File: config.mk
export PLATFORM = sky130hd
export DESIGN_NAME = cordic_rotate
export DESIGN_NICKNAME = d
export VERILOG_FILES = /design/src/rtl/cordic_rotate_pkg.sv /design/src/rtl/cordic_atan_rom.sv /design/src/rtl/cordic_rotate.sv
export SDC_FILE = /design/constraint.sdc
export NUM_CORES = 1
export LEC_CHECK = 0
export ABC_CLOCK_PERIOD_IN_PS = 6900
export CAP_MARGIN = 10
export CORE_ASPECT_RATIO = 0.9
export CORE_MARGIN = 3
export CORE_UTILIZATION = 41
export DETAILED_ROUTE_END_ITERATION = 12
export GPL_TIMING_DRIVEN = 0
export SYNTH_ARGS = -nofsm -noshare
export SYNTH_HDL_FRONTEND = slang
export SYNTH_SLANG_ARGS = --single-unit
File: constraint.sdc
create_clock -name clk -period 6.9 [get_ports clk]
set_clock_uncertainty 0.2 [all_clocks]
set_input_delay 2.07 -clock clk [delete_from_list [all_inputs] [get_ports clk]]
set_output_delay 2.07 -clock clk [all_outputs]
set_load 0.02 [all_outputs]
File: src/rtl/cordic_rotate_pkg.sv
// Shared constants for the rotation/vectoring CORDIC pair: angle constants in
// Q4.16, the CORDIC gain seed in Q2.22, the arctangent table and the FSM states.
package cordic_rotate_pkg;

  localparam int Z_W  = 20;   // Q4.16 angle accumulator
  localparam int XY_W = 24;   // Q2.22 x/y datapath

  localparam logic [Z_W-1:0]  PI        = 20'h3243F;
  localparam logic [Z_W-1:0]  PI_2      = 20'h19220;
  localparam logic [Z_W-1:0]  PI3_2     = 20'h4B65F;
  localparam logic [Z_W-1:0]  TWO_PI    = 20'h6487F;
  localparam logic [XY_W-1:0] K_INIT    = 24'h26DD3B;
  localparam logic [15:0]     ANGLE_MAX = 16'h0648;

  // atan(2^-i) in Q4.16, i = 0..15
  localparam logic [Z_W-1:0] ATAN_TABLE [16] = '{
    20'h0C910, 20'h076B2, 20'h03EB7, 20'h01FD6,
    20'h00FFB, 20'h007FF, 20'h00400, 20'h00200,
    20'h00100, 20'h00080, 20'h00040, 20'h00020,
    20'h00010, 20'h00008, 20'h00004, 20'h00002
  };

  typedef enum logic [1:0] {
    ST_IDLE,
    ST_PREP,
    ST_ITER,
    ST_OUT
  } state_t;

endpackage

File: src/rtl/cordic_atan_rom.sv
// Combinational arctangent lookup, shared by the rotation and vectoring CORDICs.
module cordic_atan_rom
  import cordic_rotate_pkg::*;
(
  input  logic [3:0]     idx,
  output logic [Z_W-1:0] atan_val
);

  assign atan_val = ATAN_TABLE[idx];

endmodule

File: src/rtl/cordic_rotate.sv
// Iterative rotation-mode CORDIC: Q8.8 angle in, Q1.14 cosine/sine out,
// one micro-rotation per clock under a start/busy/done handshake.
module cordic_rotate
  import cordic_rotate_pkg::*;
#(
  parameter int ITER  = 16,
  parameter int OUT_W = 16
) (
  input  logic             clk,
  input  logic             rst_n,
  input  logic             start,
  input  logic [15:0]      angle_in,
  output logic             busy,
  output logic             done,
  output logic             err,
  output logic [OUT_W-1:0] cos_out,
  output logic [OUT_W-1:0] sin_out
);

  localparam logic [3:0] LAST_ITER = 4'(ITER - 1);

  state_t                 state_reg, state_next;
  logic [15:0]            angle_reg, angle_next;
  logic signed [XY_W-1:0] x_reg, x_next;
  logic signed [XY_W-1:0] y_reg, y_next;
  logic signed [Z_W-1:0]  z_reg, z_next;
  logic                   neg_reg, neg_next;
  logic [3:0]             iter_reg, iter_next;
  logic                   busy_reg, busy_next;
  logic                   done_reg, done_next;
  logic                   err_reg, err_next;
  logic [OUT_W-1:0]       cos_reg, cos_next;
  logic [OUT_W-1:0]       sin_reg, sin_next;

  logic signed [XY_W-1:0] x_sh, y_sh;
  logic [Z_W-1:0]         z_raw;
  logic [Z_W-1:0]         atan_val;
  logic                   bad_angle;
  logic [OUT_W-1:0]       x_trunc, y_trunc;

  cordic_atan_rom u_atan_rom (
    .idx      (iter_reg),
    .atan_val (atan_val)
  );

  assign x_sh      = x_reg >>> iter_reg;
  assign y_sh      = y_reg >>> iter_reg;
  // Legal angles fit in 12 integer+fraction bits, so Q8.8 widens to Q4.16 losslessly.
  assign z_raw     = {angle_reg[11:0], 8'h00};
  assign bad_angle = (angle_reg > ANGLE_MAX);
  assign x_trunc   = x_reg[XY_W-1 -: OUT_W];
  assign y_trunc   = y_reg[XY_W-1 -: OUT_W];

  always_comb begin
    state_next = state_reg;
    angle_next = angle_reg;
    x_next     = x_reg;
    y_next     = y_reg;
    z_next     = z_reg;
    neg_next   = neg_reg;
    iter_next  = iter_reg;
    busy_next  = busy_reg;
    done_next  = 1'b0;
    err_next   = err_reg;
    cos_next   = cos_reg;
    sin_next   = sin_reg;

    case (state_reg)
      ST_IDLE: begin
        if (start) begin
          angle_next = angle_in;
          busy_next  = 1'b1;
          state_next = ST_PREP;
        end
      end

      ST_PREP: begin
        x_next    = $signed(K_INIT);
        y_next    = '0;
        iter_next = '0;
        neg_next  = 1'b0;
        z_next    = $signed(z_raw);
        if (bad_angle) begin
          state_next = ST_OUT;
        end else begin
          state_next = ST_ITER;
          // Fold into [-pi/2, pi/2]; the middle half-turn is rotated by pi and negated at the end.
          if (z_raw <= PI_2) begin
            z_next = $signed(z_raw);
          end else if (z_raw <= PI3_2) begin
            z_next   = $signed(z_raw - PI);
            neg_next = 1'b1;
          end else begin
            z_next = $signed(z_raw - TWO_PI);
          end
        end
      end

      ST_ITER: begin
        if (!z_reg[Z_W-1]) begin
          x_next = x_reg - y_sh;
          y_next = y_reg + x_sh;
          z_next = z_reg - $signed(atan_val);
        end else begin
          x_next = x_reg + y_sh;
          y_next = y_reg - x_sh;
          z_next = z_reg + $signed(atan_val);
        end
        if (iter_reg == LAST_ITER) begin
          state_next = ST_OUT;
        end else begin
          iter_next = iter_reg + 4'd1;
        end
      end

      ST_OUT: begin
        done_next  = 1'b1;
        busy_next  = 1'b0;
        err_next   = bad_angle;
        state_next = ST_IDLE;
        if (bad_angle) begin
          cos_next = '0;
          sin_next = '0;
        end else if (neg_reg) begin
          cos_next = -x_trunc;
          sin_next = -y_trunc;
        end else begin
          cos_next = x_trunc;
          sin_next = y_trunc;
        end
      end

      default: state_next = ST_IDLE;
    endcase
  end

  always_ff @(posedge clk or negedge rst_n) begin
    if (!rst_n) begin
      state_reg <= ST_IDLE;
      angle_reg <= '0;
      x_reg     <= '0;
      y_reg     <= '0;
      z_reg     <= '0;
      neg_reg   <= 1'b0;
      iter_reg  <= '0;
      busy_reg  <= 1'b0;
      done_reg  <= 1'b0;
      err_reg   <= 1'b0;
      cos_reg   <= '0;
      sin_reg   <= '0;
    end else begin
      state_reg <= state_next;
      angle_reg <= angle_next;
      x_reg     <= x_next;
      y_reg     <= y_next;
      z_reg     <= z_next;
      neg_reg   <= neg_next;
      iter_reg  <= iter_next;
      busy_reg  <= busy_next;
      done_reg  <= done_next;
      err_reg   <= err_next;
      cos_reg   <= cos_next;
      sin_reg   <= sin_next;
    end
  end

  assign busy    = busy_reg;
  assign done    = done_reg;
  assign err     = err_reg;
  assign cos_out = cos_reg;
  assign sin_out = sin_reg;

endmodule

==> impl_metrics.json <==
{
  "post_cts_buffers": 0,
  "drv_slew": 0,
  "grt_pass1_wl_um": 70800,
  "cts_tree": "done",
  "ys.warnings.count": 0,
  "gp_congestion": 1.04,
  "clkTransAtPathRegs_ps": 60,
  "required_ps": 6990,
  "crit_fanout": 22,
  "yosysUniqueCellTypes": 84,
  "syn-cell-area_um2": 13300,
  "syn_nets": 1675,
  "clk-insertion-delay-late_ps": 440,
  "drtIter0Drc": 1207,
  "hold_viol": 0,
  "relSlewSlack_pct": 37.3,
  "worst_pin_slew_ps": 917,
  "path_class": "flop to flop",
  "totalWireLength_um": 46300,
  "io_buffers": 53,
  "root_buffer": "clkbuf_16",
  "place_ws_ps": 94.4,
  "cp-end-kind": "flop",
  "rsz0062_at_grt": "false",
  "drc": 0,
  "via_per_inst": 6.09,
  "synth_seq_cells": 126,
  "final-setup-viol-count": 0,
  "area_delta_synth_final_pct": 12.6,
  "drtAntennaViolNets": 0,
  "whs_ps": 273,
  "finalCritPeriodShare_pct": 92.8,
  "htree_levels": 4,
  "r2r_setup_slack_ps": 500,
  "core_area_um2": 31400,
  "vias": 12500,
  "first_pass_iters": 5,
  "final_nets": 1746,
  "die_w_um": 196,
  "min_path_type": "flop to flop",
  "fin_crit_ps": 6400,
  "overflow": 0,
  "row_count": 61,
  "wl_per_cell_um": 22.5,
  "groute.usage.overall_pct": 26.5,
  "numClockSinks": 126,
  "fill_cells": 3120,
  "ctsHoldBuffers": 0,
  "multiInputGateArea_um2": 9190,
  "avgSynthCellArea_um2": 8.50,
  "cts-buffers-inserted": 17,
  "layout_setup_ws_ps": 499,
  "synthCells": 1562,
  "dieHeight_um": 177,
  "setup_tns_ps": 0,
  "synth_edf_count": 0,
  "fmax_mhz": 156,
  "dp_cells": 2025,
  "antenna_found_initial": 0,
  "cap_violations": 0,
  "status": "completed",
  "grt_pass1_vias": 12200,
  "layout.cells.non_filler": 2055,
  "start_util_pct": 42.3,
  "clockBufferDepth": 2,
  "dieArea_um2": 34600,
  "ios": 54,
  "async_reset_ff_share_pct": 100,
  "hpwl_um": 35600,
  "yosysSeqAreaShare_pct": 23.8,
  "seqCellArea_um2": 3150,
  "drive_gt1_share_pct": 9.79,
  "ys.flop_type": "dfrtp_1",
  "grt_max_degree": 79,
  "crit_path_start_kind": "flop",
  "cp.arrival_ps": 6490
}
-- final timing paths --
path                                          endpoint                     from  cells past startpoint
worst min-delay path                   err$_DFFE_PN0P_          err$_DFFE_PN0P_                      1
worst max-delay path             z_reg[19]$_DFFE_PN0P_  iter_reg[0]$_DFFE_PN0P_                     21
worst min register to register         err$_DFFE_PN0P_          err$_DFFE_PN0P_                      1
min in group asynchronous       cos_out[3]$_DFFE_PN0P_                    rst_n                      1
worst max register to register   z_reg[19]$_DFFE_PN0P_  iter_reg[0]$_DFFE_PN0P_                     21
max in group asynchronous         z_reg[6]$_DFFE_PN0P_                    rst_n                      2
-- per-stage QoR --
stage / util [%] / instance area (um2)
finish: 47.7 / 14900
CTS: 47.7 / 15000
detailed placement: 45.7 / 14300
global route: 47.6 / 14900
floorplan: - / 13300
global placement: 45.6 / 14300
-- cell type report --
cell class              count  share of cell area [%]
clock buffers              19                    2.96
clock inverters            12                    1.09
diodes                      1                  0.0167
plain buffers             107                    3.19
inverters                 121                    3.04
well taps                 409                    3.42
multi-input cells        1206                    61.4
repair buffers             54                    3.74
flip-flops and latches    126                    21.1
-- cell usage after synthesis (all sizes together) (7+ instances only) --
library cell | n | area (um2)
a221oi | 8 | 82.6
nor3 | 15 | 86.3
and2 | 9 | 56.3
a2111oi | 7 | 70.1
buf | 36 | 208
mux4 | 50 | 1130
o22a | 9 | 78.8
a22oi | 7 | 52.6
o31ai | 15 | 113
nand3b | 7 | 52.6
nor2 | 97 | 372
o22ai | 41 | 257
xor2 | 56 | 490
o211ai | 12 | 90.1
o21ai | 122 | 611
inv | 120 | 450
a21oi | 100 | 500
xnor2 | 92 | 806
mux2i | 35 | 363
mux2 | 36 | 405
dfrtp | 126 | 3150
a31oi | 17 | 106
a21boi | 9 | 67.6
nand2 | 125 | 469
ha | 91 | 1140
nand2b | 12 | 75.1
nor2b | 23 | 144
o21a | 13 | 97.6
nand3 | 47 | 240
o21bai | 10 | 75.1
or3 | 17 | 106
a21o | 22 | 165
clkbuf | 73 | 274
nand4 | 9 | 56.3
-- worst max-delay path: stages (launching register included) --
cell and delay, ps:
dfrtp_1 460, buf_6 210, buf_6 190, inv_2 430
ha_1 390, a21boi_0 180, o21ai_0 200, nor4_1 390
and2_1 200, nor2_1 60, xnor2_1 180, ha_1 360
a21o_1 200, a21o_1 190, a2111oi_1 690, o311ai_0 360
a21oi_1 290, nor4b_1 90, a2111oi_1 480, xnor2_1 180
a21oi_1 120, o21bai_1 210
-- layer usage --
layer | track usage, % | vias up | part of all wire, %
met2 | 43.2 | 537 | 45
li1 | - | 5798 | -
met5 | 0 | - | 0
met3 | 4.93 | 114 | 7.2
met1 | 35.5 | 6074 | 44
met4 | 9.15 | 0 | 3.4
-- kinds of logic after synthesis --
logic type / synth area share [%]
AO/OA/AOI/OAI: 21.8
flip-flops: 23.8
multiplexers: 14.3
buffers and inverters: 7.05
adder cells (fa/ha/maj): 9.03
XOR/XNOR: 9.76
AND/OR/NAND/NOR: 14.3
-- cell usage in the layout, fill, tap and decap left out, types with 8 or more instances in the layout --
cell,count
o21a_1,13
nand2b_1,12
mux2i_1,34
nand2_1,125
ha_1,91
o22a_1,9
clkbuf_1,71
buf_2,16
inv_1,118
xnor2_1,92
mux2_2,36
a21o_1,22
and2_1,9
or3_1,17
o31ai_1,15
a21oi_1,100
nand3_1,46
o21ai_0,118
nor3_1,14
mux4_2,48
clkbuf_16,17
clkdlybuf4s50_1,52
a21boi_0,8
o211ai_1,12
nor2b_1,23
buf_1,11
dfrtp_1,126
o22ai_1,41
o21bai_1,10
nor2_1,96
a31oi_1,17
nand4_1,9
xor2_1,56
-- timing repair --
item                                   CTS  global route
endpoints found under the hold margin    0             0
setup endpoints to repair                0             9
gates resized for setup                  0             4
Power is left out: the tool's default activity adds up to more than one toggle a clock period on the data nets, which glitch-free logic cannot reach.
